**config.mk**
```make
export PLATFORM = sky130hd
export DESIGN_NAME = spi_master_shifter
export DESIGN_NICKNAME = d
export VERILOG_FILES = /design/src/rtl/spi_master_shifter.sv
export SDC_FILE = /design/constraint.sdc
export NUM_CORES = 1
export LEC_CHECK = 0
export ABC_AREA = 1
export BUFFER_PORTS_ARGS = -buffer_cell sky130_fd_sc_hd__buf_2
export CAP_MARGIN = 5
export CORE_AREA = 2 2 71 73
export CTS_CLUSTER_DIAMETER = 150
export DETAILED_ROUTE_END_ITERATION = 8
export DIE_AREA = 0 0 73 75
export PLACE_DENSITY_LB_ADDON = 0.12
export SYNTH_ARGS = -nofsm -noshare
export SYNTH_HDL_FRONTEND = slang
export SYNTH_SLANG_ARGS = --single-unit
```
**constraint.sdc**
```tcl
create_clock -name clk -period 2 [get_ports clk]
set_input_delay 0.4 -clock clk [delete_from_list [all_inputs] [get_ports clk]]
set_output_delay 0.4 -clock clk [all_outputs]
set_load 0.01 [all_outputs]
```
**src/rtl/spi_master_shifter.sv**
```systemverilog
// spi_master_shifter: single-word full-duplex SPI master.
// Divided SCLK, registered pins, valid/ready word interface.
module spi_master_shifter #(
  parameter int DATA_WIDTH = 8,
  parameter int CLK_DIV    = 2,
  parameter bit CPOL       = 1'b0,
  parameter bit CPHA       = 1'b0
) (
  input  logic                  clk,
  input  logic                  rstn,
  input  logic [DATA_WIDTH-1:0] tx_data,
  input  logic                  tx_valid,
  output logic                  tx_ready,
  output logic [DATA_WIDTH-1:0] rx_data,
  output logic                  rx_valid,
  output logic                  busy,
  output logic                  spi_sclk,
  output logic                  spi_cs_n,
  output logic                  spi_mosi,
  input  logic                  spi_miso
);

  localparam int CW = (CLK_DIV > 1) ? $clog2(CLK_DIV) : 1;
  localparam int TW = $clog2(2 * DATA_WIDTH + 1);
  localparam logic [CW-1:0] CNT_MAX = CW'(CLK_DIV - 1);
  localparam logic [TW-1:0] TOG_LAST = TW'(2 * DATA_WIDTH - 1);

  typedef enum logic [1:0] {
    IDLE,
    SETUP,
    SHIFT,
    HOLD
  } state_t;

  state_t state_q;
  state_t state_d;

  logic [CW-1:0]         cnt;
  logic [TW-1:0]         tcnt;
  logic [DATA_WIDTH-1:0] sh;
  logic [DATA_WIDTH-1:0] rx_sh;

  logic accept;
  logic tick;
  logic toggle;
  logic lead;
  logic last;
  logic done;
  logic do_sample;
  logic do_shift;

  assign tx_ready = (state_q == IDLE);
  assign busy     = (state_q != IDLE);
  assign accept   = tx_valid && tx_ready;
  assign tick     = (cnt == CNT_MAX);
  assign toggle   = tick &&
                    (state_q == SETUP ||
                     state_q == SHIFT);
  // tcnt holds toggles done so far
  assign lead     = ~tcnt[0];
  assign last     = (tcnt == TOG_LAST);
  assign done     = tick && (state_q == HOLD);

  assign do_sample = toggle &&
                     (CPHA ? !lead : lead);
  assign do_shift  = toggle &&
                     (CPHA ? (lead && tcnt != '0)
                           : (!lead && !last));

  // state register
  always_ff @(posedge clk or negedge rstn) begin
    if (!rstn) state_q <= IDLE;
    else       state_q <= state_d;
  end

  // next-state: SETUP ends with toggle 1,
  // SHIFT ends with toggle 2N
  always_comb begin
    state_d = state_q;
    unique case (state_q)
      IDLE:  if (accept) state_d = SETUP;
      SETUP: if (tick) state_d = SHIFT;
      SHIFT: if (tick && last) state_d = HOLD;
      HOLD:  if (tick) state_d = IDLE;
      default: state_d = IDLE;
    endcase
  end

  // half-period divider
  always_ff @(posedge clk or negedge rstn) begin
    if (!rstn)                       cnt <= '0;
    else if (state_q == IDLE || tick) cnt <= '0;
    else                             cnt <= cnt + CW'(1);
  end

  // sclk toggle counter
  always_ff @(posedge clk or negedge rstn) begin
    if (!rstn)       tcnt <= '0;
    else if (accept) tcnt <= '0;
    else if (toggle) tcnt <= tcnt + TW'(1);
  end

  // transmit shift register
  always_ff @(posedge clk or negedge rstn) begin
    if (!rstn)         sh <= '0;
    else if (accept)   sh <= tx_data;
    else if (do_shift) sh <= {sh[DATA_WIDTH-2:0], 1'b0};
  end

  // receive shift register
  always_ff @(posedge clk or negedge rstn) begin
    if (!rstn)
      rx_sh <= '0;
    else if (do_sample)
      rx_sh <= {rx_sh[DATA_WIDTH-2:0], spi_miso};
  end

  // chip select
  always_ff @(posedge clk or negedge rstn) begin
    if (!rstn)       spi_cs_n <= 1'b1;
    else if (accept) spi_cs_n <= 1'b0;
    else if (done)   spi_cs_n <= 1'b1;
  end

  // serial clock
  always_ff @(posedge clk or negedge rstn) begin
    if (!rstn)       spi_sclk <= CPOL;
    else if (accept) spi_sclk <= CPOL;
    else if (toggle) spi_sclk <= ~spi_sclk;
  end

  // mosi: MSB on accept, next bit on shift
  always_ff @(posedge clk or negedge rstn) begin
    if (!rstn)         spi_mosi <= 1'b0;
    else if (accept)   spi_mosi <= tx_data[DATA_WIDTH-1];
    else if (do_shift) spi_mosi <= sh[DATA_WIDTH-2];
    else if (done)     spi_mosi <= 1'b0;
  end

  // received word and its one-cycle strobe
  always_ff @(posedge clk or negedge rstn) begin
    if (!rstn) begin
      rx_data  <= '0;
      rx_valid <= 1'b0;
    end else begin
      rx_valid <= done;
      if (done) rx_data <= rx_sh;
    end
  end

endmodule

```
# Word level (Yosys, flattened, before mapping)
# Cells that the tools add are included.
[op_classes]
addsub = 2
n_eq_ne = 8
muxes = 17
n_bitwise = 2
reduce_logical = 17
[ops]
columns = ["cell", "n"]
rows = [
  ["7-bit 2-to-1 mux", 2],
  ["5-bit 2-to-1 mux", 2],
  ["1-bit 2-to-1 mux", 8],
  ["2-bit 2-to-1 mux", 4],
  ["2-bit case mux with 4 select lines", 1],
  ["2-bit nonzero test", 4],
  ["1-bit logical AND", 7],
  ["5-bit by 1-bit adder with 5-bit output, second input constant", 1],
  ["5-bit by 4-bit equality test with 1-bit output, second input constant", 1],
  ["2-bit equality test, second input constant", 2],
  ["2-bit by 1-bit != test with 1-bit output, second input constant", 2],
  ["2-bit != test, second input constant", 2],
  ["4-bit AND reduction", 1],
  ["3-bit nonzero test", 1],
  ["2-bit by 1-bit equality test with 1-bit output, second input constant", 1],
  ["2-bit logical NOT", 1],
  ["1-bit logical OR", 2],
  ["1-bit inverter", 2],
  ["1-bit adder, second input constant", 1],
  ["1-bit logical NOT", 1],
]
[word_totals]
reg_bits = 35
input_bits = 12

# Logic depth before layout (Yosys ltp)
[logic_depth]
depth_word = 6
ltp_mapped = 9
depth_no_buf = 9

# Least setup slack after synthesis
# Ideal clock, no wire load.
[synth_timing]
path_type = "reg2reg"
startpoint = "register tcnt[0]"
endpoint = "register sh[1]"
setup_ns = 0.066
arrival_time_ns = 1.442
t_required_ns = 1.934
path_slack_ns = 0.492
stages_incl_launch_ff = 10
path_buffers = 0
synth_period_minus_slack_ns = 1.508
cell_sequence = "dfrtp_1 -> ha_1 -> nand2_1 -> nor2_1 -> ha_1 -> inv_1 -> nand4_2 -> nand2_1 -> nand2_1 -> nand2_1"
[synth_between]
elab_chain_len = 5
[synth_lines]
columns = ["element", "line", "text"]
rows = [
  ["start, declared", "39", "logic [TW-1:0] tcnt;"],
  ["start signal, assigned", "100", "else if (toggle) tcnt <= tcnt + TW'(1);"],
  ["5-bit by 4-bit equality test with 1-bit output", "61", "assign last = (tcnt == TOG_LAST);"],
  ["1-bit logical NOT", "68", ": (!lead && !last));"],
  ["1-bit logical AND *", "68", ""],
  ["1-bit logical AND *", "66", "assign do_shift = toggle &&"],
  ["2-bit nonzero test (no line) *", "--", ""],
  ["end signal, assigned", "106", "else if (accept) sh <= tx_data;"],
  ["end signal, assigned", "107", "else if (do_shift) sh <= {sh[DATA_WIDTH-2:0], 1'b0};"],
  ["end, declared", "40", "logic [DATA_WIDTH-1:0] sh;"],
]
# Every way passes the cells marked *; elsewhere a longest branch is shown, timed or not.
# A chain may end at the register's enable or synchronous reset.

# Worst setup path after layout
[layout_timing]
startpoint = "register tcnt[0]"
endpoint = "register sh[3]"
# Same word-level chain as after synthesis.

==> metrics.txt <==
R2R setup slack=0.24 ns; number of synthesis warnings=0; area taken by flip-flops and latches=877 µm²; Clock Path Buffers=2; Worst Hold Class=input port to async pin; peak supply drop=0.000622 V; Final Power=2.75 mW; Clock transition at path regs=0.07 ns; Syn Inst Count=190; pwr/cell area=1460 nW/µm²; fill count=475; Max-Cap Viols=0; P&R area growth vs syn=18.1%; R2R cell count=9; CTS H-tree depth=2; fin util=0.404; Synth cell types=19; area of the multi-input gates=598 µm²; CP arrival=1.98 ns; final WL=3050 µm; post-synth net total=208; # resized after CTS=0; boundary pin count=26; setup ws final=0.245 ns; status=finished, final reports clean; initial antenna violation count=0; RSZ-0062 raised after global routing=false; CP Launch Type=flop; maximum fanout along the worst path=9; CTS tree=done; Core Rows=25; Synth Area in Compound Gates=0.0730; area post-placement=1790 µm²; post-synthesis adder-cell area fraction=0.0471; synthesized area=1590 µm²; most frequent cells in the layout=70 x nand2_1, 34 x dfrtp_1, 25 x buf_2, 24 x inv_1, 19 x o21ai_0; die extent in x=73 µm; Post-Synth Simple-Gate Area=0.255; clock latency on the worst-skew pair=0.29 ns; Sink Count=35; PortBufs=25; vias after detailed routing=1,234; vias per inst=4.45; Total Routing Usage GR=0.133; Hold Fails Final Rpt=0; TritonCTS Buffers=5; Die Y=75 µm; largest net degree at the start of global routing=36; post-route cell area=1880 µm²; first-pass detailed-route iteration total=4; hpwl dp=2170 µm; worst-margin pin slew=0.443 ns; Yosys reg bits=35; post-synthesis sequential area ratio=0.550; largest family of logic cells by synthesized area=simple AND/OR/NAND/NOR gates; post-layout min period=1.76 ns; WL/cell=11.0 µm; fmax=570 MHz; share of cells above drive strength 1=0.184; WP data required=2.23 ns; max-slew violations=0; Post-Synthesis Mean Instance Area=8.39 µm²; RD Place Congestion=0.762; grt ovf=0; final hold slack=0.147 ns; final worst-path cycle share=0.878; Post-Synth XOR/XNOR Area=0; antenna cells=0; Rel. slew slack=0.704; vias in the first global route=1,177; Core Box Area=4660 µm²; die area=5480 µm²; # placed instances=269; most common cell after layout, fill and taps aside=nand2_1; hold buffers post-CTS=0; Final ANT Viol Nets=0; # setup viols final=0; nets=240; number of post-CTS setup repair buffers=0; Post-route DRC=0; first-pass GRT wire length=5440 µm; starting DRC count in detailed routing=48; setup TNS=0 ns; Clock Tree Root=clkbuf_8; initial core utilization=0.342; crit path kind=flop to flop; Static Leak=1.06 nW; mux share of post-synthesis cell area=0; final non-filler cell total=277; Worst Clk Skew=0.00737 ns; Crit. End Element=flop; pre-CTS WS=0.251 ns
worst max-delay path: stages, from the launching register on:
cell     delay (ns)
dfrtp_1        0.44
ha_1           0.24
nand2_1        0.09
nor2_1         0.05
ha_1           0.18
inv_1          0.08
nand4_2        0.21
nand2_1        0.27
nand2_1        0.09
nand2_1        0.06
path summary, 6_finish.rpt:
path | from | endpoint
max | tcnt[0]$_DFFE_PN0P_ | sh[3]$_DFFE_PN0P_
min | rstn | spi_mosi$_DFFE_PN0P_
max reg2reg | tcnt[0]$_DFFE_PN0P_ | sh[3]$_DFFE_PN0P_
min reg2reg | rx_data[7]$_DFFE_PN0P_ | rx_data[7]$_DFFE_PN0P_
max in group asynchronous | rstn | spi_cs_n$_DFFE_PN1P_
min in group clk | tx_data[0] | sh[0]$_DFFE_PN0P_
Yosys cell counts, drive strengths merged:
cell	n	area, µm²
nand2	72	280
dfrtp	34	851
inv	25	93.8
o21ai	19	95.1
nand3	12	60.1
nor2	9	33.8
ha	6	75.1
a21oi	3	15.0
buf	3	21.3
nand4	3	25.0
clkbuf	1	3.75
dfstp	1	26.3
nand3b	1	7.51
o22ai	1	6.26
layout make-up:
class | instances | area share
Timing Repair Buffer | 29 | 0.0824
Clock inverter | 1 | 0.00266
Multi-Input combinational cell | 126 | 0.318
Sequential cell | 35 | 0.466
Tap cell | 54 | 0.0359
Clock buffer | 7 | 0.0458
Inverter | 25 | 0.0498
sequential cells by signal, summed over array words and instances (netlist names):
signal	count
state_q	2
spi_mosi	1
rx_valid	1
rx_sh	8
sh	7
tcnt	5
spi_cs_n	1
rx_data	8
spi_sclk	1
cnt	1
where the power goes:
part	switching (mW)	leakage (nW)	internal [mW]
logic	0.668	0.555	0.397
registers	0.171	0.454	0.988
clock network	0.246	0.0482	0.278
cells by family after synthesis:
family	count (synthesis)
AOI/OAI and AO/OA	23
adders and majority gates	6
buffers and inverters	29
DFF	35
and+or+nand+nor	97
layer usage:
| layer | track usage | vias to the layer above | wire length [µm] |
|---|---|---|---|
| li1 | - | 654 | - |
| met1 | 0.184 | 560 | 1550 |
| met2 | 0.196 | 15 | 1350 |
| met3 | 0.0482 | 5 | 100 |
| met4 | 0.0432 | 0 | 44 |
| met5 | 0 | - | 0 |
Power figures use the tool's default switching activity.
